File: config.mk
export PLATFORM = sky130hd
export DESIGN_NAME = vga_timing_gen
export DESIGN_NICKNAME = d
export VERILOG_FILES = /design/src/rtl/vga_timing_pkg.sv /design/src/rtl/sync_delay_line.sv /design/src/rtl/vga_timing_gen.sv
export SDC_FILE = /design/constraint.sdc
export NUM_CORES = 1
export LEC_CHECK = 0
export CAP_MARGIN = 20
export CORE_ASPECT_RATIO = 1.1
export CORE_MARGIN = 3
export CORE_UTILIZATION = 46
export DETAILED_ROUTE_END_ITERATION = 10
export PLACE_DENSITY = 0.74
export SLEW_MARGIN = 40
export SYNTH_ARGS = -nofsm -noshare
export SYNTH_HDL_FRONTEND = slang
export SYNTH_SLANG_ARGS = --single-unit
File: constraint.sdc
create_clock -name Clk -period 2.2 [get_ports Clk]
set_input_delay 0.44 -clock Clk [delete_from_list [all_inputs] [get_ports Clk]]
set_output_delay 0.44 -clock Clk [all_outputs]
set_load 0.05 [all_outputs]
File: src/rtl/vga_timing_pkg.sv
// vga_timing_pkg
// Shared VGA 640x480@60 timing constants, the sync/blank bundle carried
// through the output delay line, and a helper that sums porch/sync spans.
package vga_timing_pkg;

   localparam int VGA_H_VISIBLE = 640;
   localparam int VGA_H_FP      = 16;
   localparam int VGA_H_SYNC    = 96;
   localparam int VGA_H_BP      = 48;
   localparam int VGA_V_VISIBLE = 480;
   localparam int VGA_V_FP      = 10;
   localparam int VGA_V_SYNC    = 2;
   localparam int VGA_V_BP      = 33;

   function automatic int span_total(input int visible, input int fp,
                                     input int sync, input int bp);
      return visible + fp + sync + bp;
   endfunction

   localparam int VGA_H_TOTAL  = span_total(VGA_H_VISIBLE, VGA_H_FP, VGA_H_SYNC, VGA_H_BP);
   localparam int VGA_V_TOTAL  = span_total(VGA_V_VISIBLE, VGA_V_FP, VGA_V_SYNC, VGA_V_BP);
   localparam int VGA_HS_START = VGA_H_VISIBLE + VGA_H_FP;
   localparam int VGA_HS_END   = VGA_HS_START + VGA_H_SYNC - 1;
   localparam int VGA_VS_START = VGA_V_VISIBLE + VGA_V_FP;
   localparam int VGA_VS_END   = VGA_VS_START + VGA_V_SYNC - 1;

   typedef struct packed {
      logic hs;
      logic vs;
      logic blank_n;
   } sync_bits_t;

   // Idle (reset) value: syncs deasserted, display blanked.
   localparam sync_bits_t SYNC_IDLE = '{hs: 1'b1, vs: 1'b1, blank_n: 1'b0};

endpackage

File: src/rtl/sync_delay_line.sv
// sync_delay_line
// Shift register of sync_bits_t that advances only when en is high.
// Ports:
//   clk   - clock
//   rst_n - async active-low reset; all stages return to SYNC_IDLE
//   en    - shift enable (one pixel period per enabled edge)
//   d     - input sync bundle
//   q     - output of the last stage (d itself when DEPTH = 0)
module sync_delay_line
   import vga_timing_pkg::*;
#(
   parameter int DEPTH = 1
) (
   input  logic       clk,
   input  logic       rst_n,
   input  logic       en,
   input  sync_bits_t d,
   output sync_bits_t q
);

   generate
      if (DEPTH == 0) begin : g_pass
         assign q = d;
      end else begin : g_pipe
         sync_bits_t stage [DEPTH];

         always_ff @(posedge clk or negedge rst_n) begin
            if (!rst_n) begin
               for (int i = 0; i < DEPTH; i++) stage[i] <= SYNC_IDLE;
            end else if (en) begin
               stage[0] <= d;
               for (int i = 1; i < DEPTH; i++) stage[i] <= stage[i-1];
            end
         end

         assign q = stage[DEPTH-1];
      end
   endgenerate

endmodule

File: src/rtl/vga_timing_gen.sv
// vga_timing_gen
// VGA raster timing from the 50 MHz system clock: a divide-by-two pixel
// enable, horizontal/vertical counters, registered sync/blank decode that is
// delayed by PIPE_DELAY pixel periods (0..3) to line up with the colour
// mapper's RAM latency, and frame-level pulses for game logic.
// Ports:
//   Clk          - 50 MHz system clock
//   Reset_n      - async active-low reset
//   DrawX/DrawY  - current pixel counters (no delay)
//   pixel_en     - high on every second Clk; counters move on these edges
//   VGA_CLK      - 25 MHz pixel clock (same as pixel_en)
//   VGA_HS/VS    - active-low syncs, delayed 1 + PIPE_DELAY pixels
//   VGA_BLANK_N  - high in the active region, same delay as the syncs
//   frame_start  - one Clk pulse at (0,0) while pixel_en, from the 2nd frame on
//   vblank_start - one Clk pulse at (0,V_VISIBLE) while pixel_en
//   frame_count  - frames completed since reset, wraps
module vga_timing_gen
   import vga_timing_pkg::*;
#(
   parameter int H_VISIBLE  = VGA_H_VISIBLE,
   parameter int H_FP       = VGA_H_FP,
   parameter int H_SYNC     = VGA_H_SYNC,
   parameter int H_BP       = VGA_H_BP,
   parameter int V_VISIBLE  = VGA_V_VISIBLE,
   parameter int V_FP       = VGA_V_FP,
   parameter int V_SYNC     = VGA_V_SYNC,
   parameter int V_BP       = VGA_V_BP,
   parameter int PIPE_DELAY = 1
) (
   input  logic        Clk,
   input  logic        Reset_n,
   output logic [9:0]  DrawX,
   output logic [9:0]  DrawY,
   output logic        pixel_en,
   output logic        VGA_CLK,
   output logic        VGA_HS,
   output logic        VGA_VS,
   output logic        VGA_BLANK_N,
   output logic        frame_start,
   output logic        vblank_start,
   output logic [15:0] frame_count
);

   localparam int H_TOTAL = span_total(H_VISIBLE, H_FP, H_SYNC, H_BP);
   localparam int V_TOTAL = span_total(V_VISIBLE, V_FP, V_SYNC, V_BP);

   localparam logic [9:0] H_LAST    = 10'(H_TOTAL - 1);
   localparam logic [9:0] V_LAST    = 10'(V_TOTAL - 1);
   localparam logic [9:0] H_VIS_END = 10'(H_VISIBLE);
   localparam logic [9:0] V_VIS_END = 10'(V_VISIBLE);
   localparam logic [9:0] HS_FIRST  = 10'(H_VISIBLE + H_FP);
   localparam logic [9:0] HS_LAST   = 10'(H_VISIBLE + H_FP + H_SYNC - 1);
   localparam logic [9:0] VS_FIRST  = 10'(V_VISIBLE + V_FP);
   localparam logic [9:0] VS_LAST   = 10'(V_VISIBLE + V_FP + V_SYNC - 1);

   logic        pix_phase;
   logic [9:0]  hc;
   logic [9:0]  vc;
   logic [15:0] frame_cnt;
   logic        seen_wrap;
   logic        frame_start_q;
   logic        vblank_start_q;
   sync_bits_t  sync_now;
   sync_bits_t  sync_s0;
   sync_bits_t  sync_out;

   always_comb begin
      sync_now         = SYNC_IDLE;
      sync_now.hs      = ~((hc >= HS_FIRST) && (hc <= HS_LAST));
      sync_now.vs      = ~((vc >= VS_FIRST) && (vc <= VS_LAST));
      sync_now.blank_n = (hc < H_VIS_END) && (vc < V_VIS_END);
   end

   // The pulses are registered one Clk ahead: on the non-pixel edge the
   // counters cannot change, so the current count is also the count held
   // during the following pixel_en cycle, giving zero latency to DrawX/DrawY.
   always_ff @(posedge Clk or negedge Reset_n) begin
      if (!Reset_n) begin
         pix_phase      <= 1'b0;
         hc             <= '0;
         vc             <= '0;
         frame_cnt      <= '0;
         seen_wrap      <= 1'b0;
         frame_start_q  <= 1'b0;
         vblank_start_q <= 1'b0;
         sync_s0        <= SYNC_IDLE;
      end else begin
         pix_phase      <= ~pix_phase;
         frame_start_q  <= ~pix_phase && (hc == '0) && (vc == '0) && seen_wrap;
         vblank_start_q <= ~pix_phase && (hc == '0) && (vc == V_VIS_END);
         if (pix_phase) begin
            sync_s0 <= sync_now;
            if (hc == H_LAST) begin
               hc <= '0;
               if (vc == V_LAST) begin
                  vc        <= '0;
                  frame_cnt <= frame_cnt + 16'd1;
                  seen_wrap <= 1'b1;
               end else begin
                  vc <= vc + 10'd1;
               end
            end else begin
               hc <= hc + 10'd1;
            end
         end
      end
   end

   sync_delay_line #(
      .DEPTH (PIPE_DELAY)
   ) u_sync_delay (
      .clk   (Clk),
      .rst_n (Reset_n),
      .en    (pix_phase),
      .d     (sync_s0),
      .q     (sync_out)
   );

   assign DrawX        = hc;
   assign DrawY        = vc;
   assign pixel_en     = pix_phase;
   assign VGA_CLK      = pix_phase;
   assign VGA_HS       = sync_out.hs;
   assign VGA_VS       = sync_out.vs;
   assign VGA_BLANK_N  = sync_out.blank_n;
   assign frame_start  = frame_start_q;
   assign vblank_start = vblank_start_q;
   assign frame_count  = frame_cnt;

endmodule

======== After elaboration in Yosys (flattened, before gate mapping) ========
Index checks and enable logic that the tools add are counted.
word-level totals
  word-level logic and storage cells ...... 41
  output and inout port bits .............. 43
  input port bits ......................... 2
  bits in registers ....................... 46
operators by class
  bitwise gates (word level) .............. 3
  equal/unequal tests ..................... 3
  magnitude comparators ................... 6
  muxes and demuxes ....................... 2
  reductions and logical operators ........ 11
  add/sub/neg operators ................... 3
operator list
  operator                                                             count
  adder 10 x 1 -> 10 bit (second input constant)                       2
  equality test 10 bit (second input constant)                         2
  zero test 10 bit                                                     2
  2-to-1 mux 10 bit                                                    2
  adder 16 x 1 -> 16 bit (second input constant)                       1
  equality test 10 x 9 -> 1 bit (second input constant)                1
  greater-or-equal comparator 10 bit (second input constant)           1
  greater-or-equal comparator 10 x 9 -> 1 bit (second input constant)  1
  less-or-equal comparator 10 bit (second input constant)              1
  less-or-equal comparator 10 x 9 -> 1 bit (second input constant)     1
  less-than comparator 10 bit (second input constant)                  1
  less-than comparator 10 x 9 -> 1 bit (second input constant)         1
  logical AND 1 bit                                                    7
  inverter 1 bit                                                       3
  AND reduction 3 bit                                                  1
  AND reduction 2 bit                                                  1

======== Depth between registers and ports, before layout ========
  depth after elaboration ................. 4
  gate-level depth with buffers ........... 7

======== By module ========
From an unflattened synthesis, not the netlist that was laid out.
unflattened totals
  cells, all modules ...................... 210
  area total of the unflattened synthesis .. 2339.7 um2
by module, submodules not included
  module           cells each  area each (um2)  times used
  vga_timing_gen   204         2228.4           1
  sync_delay_line  6           111.4            1

======== Worst setup path after synthesis ========
OpenSTA, ideal clock, no wires.
  path kind ............................... register to register
  start ................................... register hc[1], in the netlist DrawX[1]
  end ..................................... register frame_cnt[1], in the netlist frame_count[1]
  arrival time ............................ 1.917 ns
  period minus slack after synthesis ...... 2.044 ns
  slack ................................... 0.156 ns
  stages on the path, launching flop included .. 7
  required time ........................... 2.072 ns
  cells stage by stage .................... dfrtp_1 -> ha_1 -> and4_1 -> buf_4 -> nand3_1 -> nor2_2 -> mux2_1
on the way
  longest elaborated chain between the ends .. 2
ends and longest elaborated chain
  item                           line                   RTL
  from (decl)                    vga_timing_gen.sv:57   logic [9:0] hc;
  from (signal assigned)         vga_timing_gen.sv:103  hc <= hc + 10'd1;
  equality test 10 bit           vga_timing_gen.sv:93   if (hc == H_LAST) begin
  AND reduction 3 bit (no line)  -
  to (signal assigned)           vga_timing_gen.sv:97   frame_cnt <= frame_cnt + 16'd1;
  to (decl)                      vga_timing_gen.sv:59   logic [15:0] frame_cnt;
No other way between the ends.
A chain may end at the register's enable or synchronous reset.

======== Worst setup path after layout ========
  start ................................... register hc[5], in the netlist DrawX[5]
  end ..................................... output DrawX[5]
RTL lines
  item       line                  RTL
  to (decl)  vga_timing_gen.sv:32  output logic [9:0] DrawX,
No word-level cell between the ends.

==> metrics.md <==
| Metric | Value |
|---|---|
| Run status | finished clean |
| Final critical-path required period | 2.12 ns |
| Slew HR | 65.2% |
| GRT overflow | 0 |
| Commonest register cell after synthesis | sky130_fd_sc_hd__dfrtp_1 |
| Initial standard-cell utilization of the core | 49.0% |
| Buffer type at the clock tree root | sky130_fd_sc_hd__clkbuf_8 |
| Post-synthesis cell type count | 45 |
| Number of diodes | 0 |
| Most frequent standard cell in the layout excluding fill and tap cells | sky130_fd_sc_hd__dfrtp_1 |
| Area inside the core boundary | 4780 um2 |
| Post-route ant nets | 0 |
| CP Buf/Inv Count | 1 |
| Global Route met2 Usage | 30.2% |
| Arrival time of the worst setup path | 1.68 ns |
| Required time of the critical path | 1.76 ns |
| Critical Path Max Stage Delay | 0.86 ns |
| Sinks on Clock Net | 46 |
| Count of endpoints failing hold in the final timing report | 0 |
| Setup repair after global routing missed its margin | false |
| Cell type group with the largest total delay on the critical path | buffers and inverters |
| Number of max-cap violations | 0 |
| Cell breakdown of the critical path | clkdlybuf4s50_1 |
| Quantity of hold-fixing buffers added after cts | 0 |
| Die ar. | 5980 um2 |
| Cts bufs inserted | 5 |
| # Post-CTS Setup Buffers | 0 |
| Worst Hold Class | in -> async |
| Number of buffers inserted by port buffering | 44 |
| Finish-stage setup viols | 0 |
| Synthesized area | 2340 um2 |
| Layer with the highest usage | met2 |
| Maximum ir drop on the vdd rail | 0.000329 V |
| Via count of the first global-routing pass | 1706 |
| DRC violations left | 0 |
| Number of warnings printed during yosys synthesis | 0 |
| CTS HTree Levels | 2 |
| Later-pin clock latency in the skew report | 0.29 ns |
| Sort of element at the start of the critical path | register |
| Global routing usage on met1 | 23.0% |
| Average cell area after synthesis | 11.3 um2 |
| Area growth syn-to-layout | 25.7% |
| Synthesized instance count | 208 |
| Power per cell area | 468 nW/um2 |
| Crit-path max FO | 8 |
| Total leakage power | 1.31 nW |
| Total count of max-transition violations in the final report | 0 |
| Std-Cell Rows | 26 |
| Flip-flop and latch count after synthesis | 46 |
| Number of antenna violations at the first check in global routing | 0 |
| Fmax | 472 MHz |
| Post-Route Utilization | 61.6% |
| Vertical extent of the die | 80.8 um |
| Horiz. Die Dim | 74.0 um |
| Actual transition at the worst max-transition pin | 0.521 ns |
| I/O pin count | 45 |
| NumNets Final | 267 |
| Global-route wire length before repair | 8.28 mm |
| Clock buffer depth | 2 |
| Detail-routed via count per cell | 5.39 |
| Weighted congestion at the end of routability-driven global placement | 0.865 |
| Number of optimization iterations in the first detailed-route pass | 4 |
| Clock transition at path regs | 0.08 ns |
| TritonCTS clock tree | done |
| Commonest cells after routing, fill and taps aside | sky130_fd_sc_hd__dfrtp_1 (42), sky130_fd_sc_hd__clkdlybuf4s50_1 (41), sky130_fd_sc_hd__xor2_1 (16) |
| GR Layer Usage met3 | 3.84% |
| Layout Skew | 0.00433 ns |
| Starting DRC count in detailed routing | 164 |
| Startpoint-to-endpoint class of the critical path | reg -> out |
| Design Power | 1.38 mW |
| FFs w/ async S/R, synth | 100% |
| Cts repair resizes | 0 |
| Type of destination of the critical path | output port |
| Crit share post-route | 96.4% |
| Overall Global Routing Usage | 18.0% |
| Maximum number of pins on one net before global-route repair | 37 |
| Total wirelength of the detailed-routed design | 4.80 mm |
| Post-DP HPWL | 3.54 mm |
| Part of the Yosys area used for sequential elements | 49.4% |
| Share of final-layout standard cells stronger than drive strength 1 | 16.5% |
| Count of flip-flops with a built-in enable after synthesis | 0 |
| Total nets after synthesis | 216 |
| Number of vias after detailed routing | 1703 |
| Slowest-stage cell, CP | sky130_fd_sc_hd__clkdlybuf4s50_1 |
| Average wire length per cell after detail routing | 15.2 um |
| Setup TNS | 0 ns |
==> state kept, by name, indices dropped and copies added (netlist names) <==
register and count:
DrawX 10, DrawY 10, VGA_CLK 1, frame_count 16, frame_start 1, seen_wrap 1
sync_s0 3, u_sync_delay.q 3, vblank_start 1
==> worst paths after layout <==
kind,startpoint,to,slack [ns],cells past startpoint
min,Reset_n,u_sync_delay.q[0],0.09,1
min reg2reg,frame_count[15],frame_count[15],0.48,1
max reg2reg,DrawX[1],frame_count[1],0.27,5
max,DrawX[5],DrawX[5],0.08,1
min in group Clk,frame_count[15],frame_count[15],0.48,1
max in group asynchronous,Reset_n,DrawX[6],1.62,2
==> stage by stage <==
stage / std cells / worst slack, ns / area, um2 / hold slack (ns)
detailed placement: 308 / 0.283 / 2850 / 0.461
finish: 316 / 0.0799 / 2950 / 0.0913
global placement: 308 / 0.341 / 2850 / 0.461
CTS: 316 / 0.0779 / 2940 / 0.259
global route: 316 / 0.0286 / 2950 / 0.120
floorplan: 208 / 0.156 / 2340 / 0.144
==> logic make-up after synthesis <==
group	Yosys count	share of synthesized area, %
AOI/OAI and AO/OA	14	3.42
xor gates and xnor gates	28	10.5
adders and majority gates	6	3.21
buffers and inverters	21	4.43
DFF	46	49.4
muxes	5	2.35
and+or+nand+nor	88	26.8
==> cells in the mapped netlist, types with 2 or more instances <==
cell / n / share of area, %
sky130_fd_sc_hd__buf_2: 2 / 0.43
sky130_fd_sc_hd__nand4_4: 2 / 1.8
sky130_fd_sc_hd__nand4_1: 7 / 1.9
sky130_fd_sc_hd__xnor2_1: 12 / 4.5
sky130_fd_sc_hd__nor3_2: 5 / 2.1
sky130_fd_sc_hd__and4_1: 5 / 1.9
sky130_fd_sc_hd__a21oi_1: 2 / 0.43
sky130_fd_sc_hd__and3_1: 9 / 2.4
sky130_fd_sc_hd__nor3_1: 7 / 1.5
sky130_fd_sc_hd__nand4b_1: 2 / 0.75
sky130_fd_sc_hd__nor2_1: 10 / 1.6
sky130_fd_sc_hd__nor2_2: 2 / 0.53
sky130_fd_sc_hd__mux2_2: 3 / 1.4
sky130_fd_sc_hd__nand3_1: 13 / 2.8
sky130_fd_sc_hd__buf_4: 4 / 1.3
sky130_fd_sc_hd__nand2_1: 9 / 1.4
sky130_fd_sc_hd__xor2_1: 16 / 6.0
sky130_fd_sc_hd__nor4_2: 3 / 1.6
sky130_fd_sc_hd__ha_1: 6 / 3.2
sky130_fd_sc_hd__o21ai_0: 9 / 1.9
sky130_fd_sc_hd__inv_1: 12 / 1.9
sky130_fd_sc_hd__dfstp_2: 4 / 4.5
sky130_fd_sc_hd__dfrtp_1: 42 / 45
==> worst register-to-register path, delay by kind of cell (launching register included) <==
kind | cells | cell delay (ns)
multiplexers | 1 | 0.33
flip-flops | 1 | 0.39
AND/OR/NAND/NOR | 3 | 0.88
adder cells (fa/ha/maj) | 1 | 0.21
==> metal layers <==
metal | vias up | wire length (um)
met3 | 9 | 232
met1 | 823 | 2150
met2 | 41 | 2330
li1 | 830 | -
met5 | - | 0
met4 | 0 | 83
==> power breakdown <==
group | internal [mW] | switching, mW
registers | 0.845 | 0
logic | 0.00347 | 0.0163
clock network | 0.253 | 0.261
==> area by class of cell <==
cell class / count / area, um2
clock buffers: 7 / 86.3
repair buffers: 53 / 500
inverters: 12 / 45.0
clock inverters: 1 / 5.00
flip-flops and latches: 46 / 1160
multi-input cells: 141 / 1080
fillers: 404 / 1840
well taps: 56 / 70.1
No activity file was read; power rests on OpenSTA's default activity.
